## src/rtl/uart_tx_sched.sv

```systemverilog
// Two-requester transmit scheduler for a bus-attached UART: programs the baud
// divisors once, then polls the status register and writes queued bytes round-robin.
module uart_tx_sched #(
    parameter logic [15:0] DIV_R = 16'd325,
    parameter logic [15:0] DIV_T = 16'd5208,
    parameter int unsigned GUARD = 2
) (
    input  logic        CLK_I,
    input  logic        RST_N_I,

    input  logic        req0_valid_i,
    input  logic [7:0]  req0_data_i,
    output logic        req0_ready_o,
    input  logic        req1_valid_i,
    input  logic [7:0]  req1_data_i,
    output logic        req1_ready_o,

    output logic [6:2]  ADD_O,
    output logic [31:0] DAT_O,
    input  logic [31:0] DAT_I,
    output logic        STB_O,
    output logic        WE_O,
    input  logic        ACK_I,

    output logic        init_done_o,
    output logic        busy_o,
    output logic        gnt_id_o
);

    localparam logic [6:2] ADDR_DATA   = 5'b00100;
    localparam logic [6:2] ADDR_STATUS = 5'b01000;
    localparam logic [6:2] ADDR_DIV_R  = 5'b01001;
    localparam logic [6:2] ADDR_DIV_T  = 5'b01010;
    localparam logic [3:0] GUARD_CNT   = 4'(GUARD);

    typedef enum logic [2:0] {
        S_INIT_R,
        S_INIT_T,
        S_IDLE,
        S_POLL,
        S_WRITE,
        S_GUARD
    } state_e;

    state_e     state_q, state_d;
    logic       active_q, active_d;
    logic [1:0] full_q, full_d;
    logic [7:0] slot0_q, slot0_d;
    logic [7:0] slot1_q, slot1_d;
    logic       last_q, last_d;
    logic       gnt_q, gnt_d;
    logic [3:0] guard_q, guard_d;
    logic       init_done_q, init_done_d;

    logic       stb;
    logic       bus_ack;
    logic       arb_pick;
    logic       take0, take1;
    logic       tx_ready;
    logic       unused_dat;

    // Only the transmit-holding-empty flag of the status word matters here.
    assign tx_ready   = DAT_I[5];
    assign unused_dat = ^{DAT_I[31:6], DAT_I[4:0]};

    // active_q is cleared asynchronously and set one clock after reset release,
    // so the bus strobe and the ready flags are low throughout reset.
    assign req0_ready_o = active_q & ~full_q[0];
    assign req1_ready_o = active_q & ~full_q[1];

    assign take0   = req0_valid_i & req0_ready_o;
    assign take1   = req1_valid_i & req1_ready_o;
    assign bus_ack = ACK_I & stb;

    // On a tie the requester not served last wins; a single full slot always wins.
    assign arb_pick = (full_q[0] & full_q[1]) ? ~last_q : full_q[1];

    assign init_done_o = init_done_q;
    assign busy_o      = (state_q != S_IDLE);
    assign gnt_id_o    = gnt_q;

    // NOTE: sequential state uses non-blocking assignments so every register
    // samples the values from before the edge, independent of block ordering.
    always_ff @(posedge CLK_I or negedge RST_N_I) begin
        if (!RST_N_I) begin
            state_q <= S_INIT_R;
        end else begin
            state_q <= state_d;
        end
    end

    always_comb begin
        state_d = state_q;
        unique case (state_q)
            S_INIT_R: if (bus_ack)             state_d = S_INIT_T;
            S_INIT_T: if (bus_ack)             state_d = S_IDLE;
            S_IDLE:   if (|full_q)             state_d = S_POLL;
            S_POLL:   if (bus_ack && tx_ready) state_d = S_WRITE;
            S_WRITE:  if (bus_ack)             state_d = S_GUARD;
            S_GUARD:  if (guard_q <= 4'd1)     state_d = S_IDLE;
            default:                           state_d = S_INIT_R;
        endcase
    end

    // NOTE: every output gets a default before the case so no path leaves a
    // signal unassigned, which would otherwise infer a latch.
    always_comb begin
        stb   = 1'b0;
        WE_O  = 1'b0;
        ADD_O = '0;
        DAT_O = '0;
        if (active_q) begin
            unique case (state_q)
                S_INIT_R: begin
                    stb   = 1'b1;
                    WE_O  = 1'b1;
                    ADD_O = ADDR_DIV_R;
                    DAT_O = {16'b0, DIV_R};
                end
                S_INIT_T: begin
                    stb   = 1'b1;
                    WE_O  = 1'b1;
                    ADD_O = ADDR_DIV_T;
                    DAT_O = {16'b0, DIV_T};
                end
                S_POLL: begin
                    stb   = 1'b1;
                    ADD_O = ADDR_STATUS;
                end
                S_WRITE: begin
                    stb   = 1'b1;
                    WE_O  = 1'b1;
                    ADD_O = ADDR_DATA;
                    DAT_O = {24'b0, gnt_q ? slot1_q : slot0_q};
                end
                default: ;
            endcase
        end
        STB_O = stb;
    end

    always_comb begin
        active_d    = 1'b1;
        full_d      = full_q;
        slot0_d     = slot0_q;
        slot1_d     = slot1_q;
        last_d      = last_q;
        gnt_d       = gnt_q;
        guard_d     = guard_q;
        init_done_d = init_done_q;

        if (take0) begin
            full_d[0] = 1'b1;
            slot0_d   = req0_data_i;
        end
        if (take1) begin
            full_d[1] = 1'b1;
            slot1_d   = req1_data_i;
        end

        unique case (state_q)
            S_INIT_T: if (bus_ack) init_done_d = 1'b1;
            S_IDLE:   if (|full_q) gnt_d = arb_pick;
            S_WRITE: begin
                // A full slot cannot be taken, so clearing here never races a refill.
                if (bus_ack) begin
                    full_d[gnt_q] = 1'b0;
                    last_d        = gnt_q;
                    guard_d       = GUARD_CNT;
                end
            end
            S_GUARD:  if (guard_q != 4'd0) guard_d = guard_q - 4'd1;
            default: ;
        endcase
    end

    always_ff @(posedge CLK_I or negedge RST_N_I) begin
        if (!RST_N_I) begin
            active_q    <= 1'b0;
            full_q      <= 2'b00;
            last_q      <= 1'b1;
            gnt_q       <= 1'b0;
            guard_q     <= 4'd0;
            init_done_q <= 1'b0;
        end else begin
            active_q    <= active_d;
            full_q      <= full_d;
            last_q      <= last_d;
            gnt_q       <= gnt_d;
            guard_q     <= guard_d;
            init_done_q <= init_done_d;
        end
    end

    // NOTE: slot payloads carry no reset; the full flags alone decide whether a
    // byte is valid, so clearing them discards any held data.
    always_ff @(posedge CLK_I) begin
        slot0_q <= slot0_d;
        slot1_q <= slot1_d;
    end

endmodule

```

## config.mk

```make
export PLATFORM = sky130hd
export DESIGN_NAME = uart_tx_sched
export DESIGN_NICKNAME = d
export VERILOG_FILES = /design/src/rtl/uart_tx_sched.sv
export SDC_FILE = /design/constraint.sdc
export NUM_CORES = 1
export LEC_CHECK = 0
export BUFFER_PORTS_ARGS = -buffer_cell sky130_fd_sc_hd__buf_2
export CAP_MARGIN = 20
export CORE_ASPECT_RATIO = 1.1
export CORE_MARGIN = 1
export CORE_UTILIZATION = 39
export DETAILED_ROUTE_END_ITERATION = 8
export PLACE_DENSITY = 0.76
export SLEW_MARGIN = 25
export SYNTH_ARGS = -nofsm -noshare
export SYNTH_HDL_FRONTEND = slang
export SYNTH_SLANG_ARGS = --single-unit
```

## constraint.sdc

```tcl
create_clock -name CLK_I -period 1.5 [get_ports CLK_I]
set_clock_uncertainty 0.05 [all_clocks]
set_input_delay 0.3 -clock CLK_I [delete_from_list [all_inputs] [get_ports CLK_I]]
set_output_delay 0.3 -clock CLK_I [all_outputs]
set_load 0.02 [all_outputs]
```

==> impl_metrics.py <==
metrics = {
    "routing": {
        "wl_um": 3660,
        "ant_nets": 0,
        "drc": 0,
        "first_iter_violations": 38,
        "detail_route.wl_per_cell_um": 13.0,
        "post_drt_via_cell_ratio": 4.67,
        "vias": 1311,
        "drtPass1Iterations": 4,
    },
    "worst_setup_path": {
        "cp.required_ns": 1.15,
        "arrival_ns": 1.56,
        "cp-start-kind": "register",
        "setup.worst_path.end_class": "output pin",
        "reg2reg_from": "state_q[0]",
        "path_max_fanout": 4,
        "cp_slowest_cell": "or3b_4",
        "slowest_delay_ns": 0.41,
        "worstSetupPathType": "register to output pin",
        "cp_cell_sequence": "or3b_4, or2_4, nor2_4, buf_6",
        "crit_buf_inv": 1,
        "cp_top_family": "simple AND/OR/NAND/NOR gates",
        "cp-startpoint": "state_q[1]",
    },
    "yosys": {
        "ys.flop_type": "edfxtp_1",
        "ys_seq_area_share_pct": 50.1,
        "synth-edff-count": 16,
        "syn_avg_cell_area_sq_um": 10.6,
        "synth_cells": 152,
        "async_flop_share_pct": 44.8,
        "synth_area_sq_mm": 0.00161,
        "ys_types": 39,
        "yosysWarnings": 0,
        "synth_seq_cells": 29,
    },
    "cts": {
        "htreeDepth": 2,
        "cts_buffer_depth": 2,
        "cts_sinks": 29,
        "path_clk_slew_ns": 0.06,
        "cts_buffers": 5,
        "clk_latency_ns": 0.27,
        "cts_tree": "yes",
        "cts-root-buf": "clkbuf_8",
    },
    "layout": {
        "syn_to_final_growth_pct": 50.8,
        "fillers": 320,
        "drive_gt1_share_pct": 55.9,
        "stdcell_area_sq_mm": 0.00243,
        "final_nets": 284,
        "antenna_cells": 0,
    },
    "sta": {
        "rsz0062_at_grt": "yes",
        "layout_setup_ws_ns": -0.413,
        "slew_viol_final": 0,
        "setup_tns_ns": -4.99,
        "fin_crit_ns": 1.91,
        "hold_violations": 0,
        "holdWs_ns": 0.150,
        "max_freq_mhz": 523,
        "setup_viol": 21,
        "period_share_pct": 128,
    },
    "floorplanning": {
        "ios": 97,
        "initial_core_util_pct": 40.6,
        "row_count": 24,
        "die_area_sq_mm": 0.00439,
        "coreArea_sq_mm": 0.00396,
        "dieWidth_um": 63.3,
        "die_h_um": 69.4,
    },
    "grt": {
        "grt_overflow": 0,
        "top_usage_layer": "met2",
        "grtUsageTotal_pct": 16.5,
        "grt_max_degree": 14,
        "grt_pass1_wl_um": 5630,
        "use_met1_pct": 19.9,
        "grtUsageMet3_pct": 3.62,
        "antenna_found_initial": 0,
        "globalRouteMet2Util_pct": 28.6,
        "first_global_vias": 1277,
    },
    "place": {
        "hpwl_um": 2430,
        "portBuffers": 43,
        "place_area_sq_mm": 0.00197,
        "place.gp.congestion": 0.760,
        "pre_cts_ws_ns": -0.141,
    },
    "pwr": {
        "irDropWorstVdd_mv": 0.669,
        "p_total_mw": 3.67,
        "power_density_mw_per_mm2": 1510,
        "leakage_nw": 1.10,
    },
    "min_path": {
        "hold_start": "req0_data_i[4]",
        "hp-class": "primary input to register",
    },
    "outcome": {
        "status": "complete, but fails checks",
        "violations": "setup timing",
    },
    "job": {
        "drv_cap": 0,
    },
}
==> metal layers <==
layer | vias to the layer above | wire [um]
met5 | - | 0
met4 | 0 | 38
met3 | 5 | 152
met2 | 50 | 2000
met1 | 617 | 1470
li1 | 639 | -
==> sequential cells by signal, indices dropped and copies added, names as in the netlist <==
name         cells
gnt_id_o         1
state_q          3
active_q         1
slot1_q          8
last_q           1
slot0_q          8
full_q           2
init_done_o      1
guard_q          4
==> repair_timing <==
item	4_1_cts	5_1_grt
hold buffers	1	0
pin swaps	5	8
setup endpoints to repair	23	42
resized for setup	37	37
setup buffers	5	10
endpoints found under the hold margin	12	0
==> path summary, 6_finish.rpt <==
check / end / slack (ns) / cells past startpoint
max: DAT_O[1] / -0.41 / 4
min reg2reg: init_done_o / 0.40 / 1
min: slot0_q[4] / 0.15 / 1
max in group asynchronous: last_q / 0.72 / 2
max reg2reg: guard_q[3] / -0.09 / 6
min in group asynchronous: full_q[1] / 0.39 / 2
==> Yosys cell counts (all sizes together), types with 2 or more instances <==
master	n	area, sq um
buf	27	191
edfxtp	16	480
nor2	15	63.8
dfrtp	12	300
a21oi	9	45.0
inv	7	26.3
mux2i	6	60.1
nand2	6	22.5
nor2b	6	37.5
o21ai	6	30.0
a21o	3	22.5
ha	3	37.5
mux2	3	33.8
nor3	3	15.0
or3	3	18.8
a211oi	2	15.0
and2	2	12.5
conb	2	7.51
nand2b	2	12.5
nor3b	2	15.0
or2	2	12.5
or4	2	15.0
==> through the flow <==
step | utilization [%] | cells
finish | 61.3 | 281
detailed placement | 49.7 | 258
floorplan | - | 173
global placement | 49.7 | 258
CTS | 56.1 | 272
global route | 61.3 | 281
==> area by class of cell <==
type / count / area, sq um / area share (%)
multi-input cells: 109 / 857 / 35.3
flip-flops and latches: 29 / 810 / 33.3
repair buffers: 76 / 584 / 24.1
clock buffers: 5 / 68.8 / 2.83
well taps: 52 / 65.1 / 2.68
inverters: 7 / 26.3 / 1.08
clock inverters: 3 / 17.5 / 0.721
==> logic make-up (layout without fill, tap and decap cells) <==
group	count (synthesis)	in the layout	share of synthesized area (%)
simple gates	47	47	16.9
buf+inv	35	91	13.8
flops	29	29	50.1
compound gates	27	27	10.6
mux	9	9	5.83
fa+ha+maj	3	3	2.33
other cells	2	23	0.466
==> where the power goes <==
group	internal [mW]	switching [mW]	total, mW
combinational	1.03	0.957	1.99
clock	0.319	0.281	0.600
sequential	0.967	0.117	1.08
==> cell usage in the layout (no fill, tap or decap), types with 3 or more instances in the layout <==
master,count
buf_4,32
buf_2,24
conb_1,23
buf_6,19
edfxtp_1,16
dfrtp_1,10
nor2_1,7
nor2_4,6
a21oi_1,6
mux2i_1,5
nand2_1,5
o21ai_0,5
clkbuf_8,5
inv_1,4
nor2b_4,4
inv_2,3
a21oi_2,3
a21o_1,3
ha_1,3
Note: power is estimated with default switching activity, not from simulation.
